**config.mk**
```make
export PLATFORM = sky130hd
export DESIGN_NAME = meas_result_buf
export DESIGN_NICKNAME = d
export VERILOG_FILES = /design/src/rtl/meas_result_buf.sv
export SDC_FILE = /design/constraint.sdc
export NUM_CORES = 2
export LEC_CHECK = 0
export CORE_MARGIN = 2
export CORE_UTILIZATION = 40
export CTS_BUF_LIST = sky130_fd_sc_hd__clkbuf_16
export CTS_CLUSTER_SIZE = 28
export DETAILED_ROUTE_END_ITERATION = 12
export DONT_BUFFER_PORTS = 1
export MAX_ROUTING_LAYER = met4
export PLACE_DENSITY = 0.56
export SYNTH_ARGS = -nofsm -noshare
export SYNTH_HDL_FRONTEND = slang
export SYNTH_MEMORY_MAX_BITS = 65536
export SYNTH_SLANG_ARGS = --single-unit
export TNS_END_PERCENT = 1
```
**constraint.sdc**
```tcl
create_clock -name clk -period 27.9 [get_ports clk]
set_input_delay 2.79 -clock clk [delete_from_list [all_inputs] [get_ports clk]]
set_output_delay 2.79 -clock clk [all_outputs]
set_load 0.02 [all_outputs]
```
**src/rtl/meas_result_buf.sv**
```systemverilog
// Per-shot result FIFO (2**aw x 66, one-cycle registered read), latest-bit handshake for the sequencer, saturating stats.
// done is never backpressured: a shot arriving at a full FIFO without a same-cycle pop is dropped and flagged in sticky overflow.
module meas_result_buf #(
  parameter int aw    = 6,
  parameter     DEBUG = "true"
) (
  (* mark_debug = DEBUG *) input  logic          clk,
  (* mark_debug = DEBUG *) input  logic          reset,
  (* mark_debug = DEBUG *) input  logic          done,
  (* mark_debug = DEBUG *) input  logic          resultx,
  (* mark_debug = DEBUG *) input  logic          resulty,
  (* mark_debug = DEBUG *) input  logic [31:0]   xacc,
  (* mark_debug = DEBUG *) input  logic [31:0]   yacc,
  (* mark_debug = DEBUG *) input  logic          rstrobe,
  (* mark_debug = DEBUG *) output logic [65:0]   rdata,
  (* mark_debug = DEBUG *) output logic          rvalid,
  (* mark_debug = DEBUG *) output logic [aw:0]   count,
  (* mark_debug = DEBUG *) output logic          empty,
  (* mark_debug = DEBUG *) output logic          full,
  (* mark_debug = DEBUG *) output logic          overflow,
  (* mark_debug = DEBUG *) output logic          latest_bit,
  (* mark_debug = DEBUG *) output logic          latest_valid,
  (* mark_debug = DEBUG *) input  logic          consume,
  (* mark_debug = DEBUG *) output logic [31:0]   shots,
  (* mark_debug = DEBUG *) output logic [31:0]   ones
);

  localparam int          depth   = 2 ** aw;
  localparam logic [aw:0] depth_c = {1'b1, {aw{1'b0}}};
  localparam logic [aw:0] one_c   = {{aw{1'b0}}, 1'b1};

  logic [65:0] mem [depth];
  logic [aw:0] wptr;
  logic [aw:0] rptr;
  logic [aw:0] count_nxt;
  logic        push_ok;
  logic        pop_ok;

  // A pop at full frees the slot being written, so the push is still accepted.
  assign pop_ok  = rstrobe && !empty;
  assign push_ok = done && (!full || pop_ok);

  always_comb begin
    count_nxt = count;
    case ({push_ok, pop_ok})
      2'b10:   count_nxt = count + one_c;
      2'b01:   count_nxt = count - one_c;
      default: count_nxt = count;
    endcase
  end

  // Storage kept free of reset so it maps onto RAM.
  always_ff @(posedge clk) begin
    if (push_ok && !reset) begin
      mem[wptr[aw-1:0]] <= {resulty, resultx, yacc, xacc};
    end
  end

  always_ff @(posedge clk) begin
    if (reset) begin
      rdata    <= '0;
      rvalid   <= 1'b0;
      wptr     <= '0;
      rptr     <= '0;
      count    <= '0;
      empty    <= 1'b1;
      full     <= 1'b0;
      overflow <= 1'b0;
    end else begin
      rvalid <= pop_ok;
      if (pop_ok) begin
        rdata <= mem[rptr[aw-1:0]];
        rptr  <= rptr + one_c;
      end
      if (push_ok) begin
        wptr <= wptr + one_c;
      end else if (done) begin
        overflow <= 1'b1;
      end
      count <= count_nxt;
      empty <= (count_nxt == '0);
      full  <= (count_nxt == depth_c);
    end
  end

  // New shot beats a same-cycle consume so the sequencer never misses a bit.
  always_ff @(posedge clk) begin
    if (reset) begin
      latest_bit   <= 1'b0;
      latest_valid <= 1'b0;
    end else if (done) begin
      latest_bit   <= resultx;
      latest_valid <= 1'b1;
    end else if (consume) begin
      latest_valid <= 1'b0;
    end
  end

  always_ff @(posedge clk) begin
    if (reset) begin
      shots <= '0;
      ones  <= '0;
    end else if (done) begin
      if (shots != 32'hFFFF_FFFF) shots <= shots + 32'd1;
      if (resultx && (ones != 32'hFFFF_FFFF)) ones <= ones + 32'd1;
    end
  end

endmodule

```
Word level (Yosys, flattened, before mapping). Memories as Yosys holds them, arrays and structs flattened. A register that Yosys moved wholly into a read port is not among the register bits. Cells that the tools add are included.

Logic and storage cells: 42. Memories kept: 1. RAM bits: 4224. Input port bits: 71. Flip-flop bits (word level): 91. Output and inout bits: 143.

Reductions and logical operators: 13. Bitwise logic cells: 1. Equal/unequal tests: 5. $add $sub $neg: 6. Muxes and demuxes: 5.

Memories: mem (depth 64, bits a word 66, rd ports 1, clocked after Yosys merged registers in 1, wr ports 1, RTL line 32) `logic [65:0] mem [depth];`.

Operators by type and width (count): 32-bit by 1-bit adder with 32-bit output, second input constant (2); 32-bit inequality test, second input constant (2); 7-bit by 1-bit adder with 7-bit output, second input constant (3); 7-bit case mux with 2 select lines (1); 7-bit == test, second input constant (1); 7-bit zero test (1); 7-bit by 1-bit subtractor with 7-bit output, second input constant (1); 2-bit AND reduction (3); 1-bit logical AND (4); 1-bit two-way mux (4); 1-bit zero test (3); 2-bit by 1-bit == test with 1-bit output, second input constant (1); 2-bit == test, second input constant (1); 2-bit nonzero test (1); 1-bit logical OR (1); 1-bit inverter (1).

Logic depth before layout (Yosys ltp).
Depth after elaboration: 7. Depth in mapped cells: 15. Mapped depth without buffers: 12.

Worst setup path after synthesis. Ideal clock, no wire load.

Path kind: input port to flip-flop. Start point: in done. End point: mem mem[32][0], enable pin. Setup time: 653 ps. Required time: 27247 ps. Cell stages on the path: 7. Path slack: 16952 ps. Arrival time: 10295 ps. Cells stage by stage: clkbuf_1 > inv_1 > a21oi_2 > inv_1 > or3_1 > clkbuf_1 > nor4_1.

Word-level cells in the longest chain between the ends: 4.

Ends and longest elaborated chain: start, declared (RTL line 9) `(* mark_debug = DEBUG *) input logic done,`; 1-bit logical AND (RTL line 41) `assign push_ok = done && (!full || pop_ok);`; 1-bit logical AND (RTL line 54) `if (push_ok && !reset) begin`; 1-bit two-way mux (RTL line 54); 1-bit two-way mux (not written as such) (RTL line 55) `mem[wptr[aw-1:0]] <= {resulty, resultx, yacc, xacc};`; end, declared (RTL line 32).

Every way passes these cells.

Worst setup path after layout.
Start point: in rstrobe. End point: mem mem[4][53], enable pin.

Word-level cells in the longest chain between the ends: 6.

Ends and longest elaborated chain: start, declared (RTL line 14) `(* mark_debug = DEBUG *) input logic rstrobe,`; 1-bit logical AND (RTL line 40) `assign pop_ok = rstrobe && !empty;`; 1-bit logical OR (RTL line 41); 1-bit logical AND (RTL line 41); 1-bit logical AND (RTL line 54); 1-bit two-way mux (RTL line 54); 1-bit two-way mux (not written as such) (RTL line 55).

Every way passes these cells.

==> metrics.yaml <==
run_status:
  status: "finished clean"
setup_path:
  cp_common_cell: "buf_4"
  startpoint_type: "input port"
  path_buf_inv: 3
  critPathRequiredTime_ns: 28.50
  crit_path_top_delay_cell: "nor2_4"
  max_stage_delay_ns: 0.99
  cp_top_family: "simple AND/OR/NAND/NOR gates"
  crit_fanout: 28
  critPathArrivalTime_ns: 7.23
  worst-setup-path-type: "in -> reg"
  cp-end-kind: "flop"
  crit_chain: "nand2b_1, a21oi_2, inv_1, nor2_1, nand3_1, nor2_4, buf_4, buf_4"
timing:
  period_needed_ns: 6.62
  rsz0062_at_grt: "no"
  hold_viol_final: 0
  worst_slack_ns: 21.28
  skew_ns: 0.0728
  fin_crit_sh: 0.237
  max_slew.worst_pin.slew_ns: 1.32
  slew_violations: 0
  finalSetupTns_ns: 0
  fmax_mhz: 151
  maxSlewHeadroom: 0.0996
  setup_viol_count_final: 0
  timing.hold.ws_ns: 0.573
global_routing:
  antenna_found_initial: 26
  grt_max_degree: 134
  track_usage: 0.229
  grt_pass1_wl_um: 661000
  globalRoute.totalOverflow: 0
  grt_pass1_vias: 81400
finish:
  multi_input_area_um2: 35300
  nNetsFinal: 7849
  final-seq-area_um2: 130000
  n_fill_cell: 34700
  layout.cells.non_filler: 13700
  drive_above_1_share: 0.246
  stdcell_area_um2: 189000
  syn_to_final_growth_pct: 12.9
  final_util: 0.453
placed_design:
  place.gp.congestion: 0.810
  hpwl_um: 264000
  portBuffers: 0
  placed_cell_area_um2: 174000
  placed_cells: 12800
  dp_slack_ns: 20.26
floorplanning:
  die_y_um: 650
  core_um2: 416000
  start_util: 0.401
  die_w_um: 650
  fp.dieArea_um2: 423000
  num_rows: 237
  io_pins: 214
synth:
  netlist_instances: 7514
  postSynth.asyncResetShare: 0
  ys_types: 67
  synth_top_cell_by_area: "edfxtp_1"
  synth-seq-cells: 4379
  seq_area_frac_synth: 0.778
  ys.flop_type: "edfxtp_1"
  synth_top_area_frac: 0.760
  yosysWarnings: 0
  synth-edff-count: 4224
  syn_nets: 7592
  syn_avg_cell_area_um2: 22.2
  ys_top_cells_by_area: "edfxtp_1 76%, mux4_2 14%, mux2i_1 2.5%"
  synth_area_um2: 167000
clock_tree:
  cts_resized: 0
  clock-sinks: 4379
  clkLatencyLatePin_ns: 1.01
  clk_pin_slew_ns: 0.06
  cts_tree: "yes"
  cts_buffers: 444
  htreeDepth: 5
  cts-root-buf: "clkbuf_16"
  cts_post_setup_buffers_inserted: 0
  clockBufferDepth: 4
  hold_buffers: 0
detailed_routing:
  ant_nets: 0
  drt-total-wl_um: 478000
  firstDrtPassIters: 5
  drt_iter0_markers: 10900
  dr_total_vias: 81500
  wire_per_inst_um: 35.0
  viasPerCell: 5.96
  drc_errors: 0
hold_path:
  hold_path.class: "reg -> reg"
power_and_ir_drop:
  leakage_nw: 57.6
  vdd_ir_drop_max_mv: 0.0584
  power_density_nw_per_um2: 77.1
  p_total_mw: 14.5
job:
  drv_cap: 0
[Yosys cell counts (40+ instances only)]
library cell and n:
a211oi_1 51, a21oi_1 109, a221o_1 40, buf_1 41, buf_2 109, buf_4 64, clkbuf_1 172, dfxtp_1 155
edfxtp_1 4224, mux2i_1 417, mux4_2 1008, nand2_1 107, nand3_1 46, nor2_1 240, nor3_1 41, o21ai_0 73
o221ai_1 76, o22ai_1 90, xor2_1 49
[area by class of cell]
| type | instances | share of cell area |
|---|---|---|
| diodes | 7 | 0.0000929 |
| clock buffers | 447 | 0.0593 |
| clock inverters | 387 | 0.0174 |
| inverters | 12 | 0.000279 |
| multi-input cells | 2697 | 0.187 |
| flip-flops and latches | 4379 | 0.689 |
| well taps | 5497 | 0.0365 |
| repair buffers | 237 | 0.0101 |
[cell families (layout without fill, tap and decap cells)]
group | count (synthesis) | count (layout) | share of synthesized area
compound gates | 617 | 617 | 0.0262
buf+inv | 438 | 1083 | 0.0139
mux | 1438 | 1438 | 0.162
other cells | 0 | 7 | 0
flops | 4379 | 4379 | 0.778
fa+ha+maj | 7 | 7 | 0.000524
simple gates | 562 | 562 | 0.0157
xor+xnor | 73 | 73 | 0.00383
[report_power, final]
group / total (mW) / internal (mW) / switching [mW]
sequential: 7.34 / 7.24 / 0.0964
combinational: 1.31 / 0.647 / 0.663
clock: 5.90 / 3.33 / 2.56
total: 14.5 / 11.2 / 3.32
[state kept, by name, summed over array words and instances, names as in the netlist]
signal	count
wptr	6
rdata	66
rptr	6
empty	1
shots	32
count	7
latest_bit	1
mem	4224
ones	32
overflow	1
rvalid	1
latest_valid	1
full	1
[placed cells by master, fill, tap and decap left out, types with 14 or more instances in the layout]
master,netlist,final
a221oi_1,27,27
o21ai_0,73,72
clkinv_1,2,117
a211oi_1,51,51
nor3_1,41,40
clkinv_2,0,81
mux4_2,1008,1008
a221o_1,40,40
dfxtp_1,155,150
o21ai_1,13,14
xnor2_1,24,24
xor2_1,49,49
nor2_1,240,177
a21oi_1,109,109
nor2_4,0,63
nand4_1,27,27
a2111oi_0,32,26
clkbuf_16,0,447
o22ai_1,90,90
buf_4,64,225
mux2i_1,417,417
nand2_1,107,100
and3_1,14,14
nand3_1,46,45
a22oi_1,29,29
inv_1,9,91
o221ai_1,76,76
o211ai_1,16,16
edfxtp_1,4224,4224
a31oi_1,16,16
bufinv_16,0,45
clkinvlp_4,0,24
[layer usage]
| layer | wire length [µm] | part of all wire | GRT usage | vias up |
|---|---|---|---|---|
| li1 | - | - | - | 32400 |
| met1 | 193000 | 0.40 | 0.311 | 44500 |
| met2 | 230000 | 0.48 | 0.360 | 3850 |
| met3 | 41700 | 0.087 | 0.0406 | 684 |
| met4 | 13400 | 0.028 | 0.0589 | 0 |
| met5 | 0 | 0 | - | - |
[worst paths after layout]
check / cells after the start / start / slack, ns / endpoint
min reg2reg: 2 / latest_bit$_SDFFE_PP0P_ / 0.57 / latest_bit$_SDFFE_PP0P_
min: 2 / latest_bit$_SDFFE_PP0P_ / 0.57 / latest_bit$_SDFFE_PP0P_
max: 8 / rstrobe / 21.28 / mem[4][53]$_DFFE_PP_
max reg2reg: 10 / rptr[0]$_SDFFE_PP0P_ / 21.66 / rdata[24]$_SDFFE_PP0P_
[worst min-delay path: stages, from the launching register on]
cell,delay (ns)
dfxtp_1,0.38
nand2_1,0.10
a21oi_1,0.05
(Power assumes the default switching activity.)
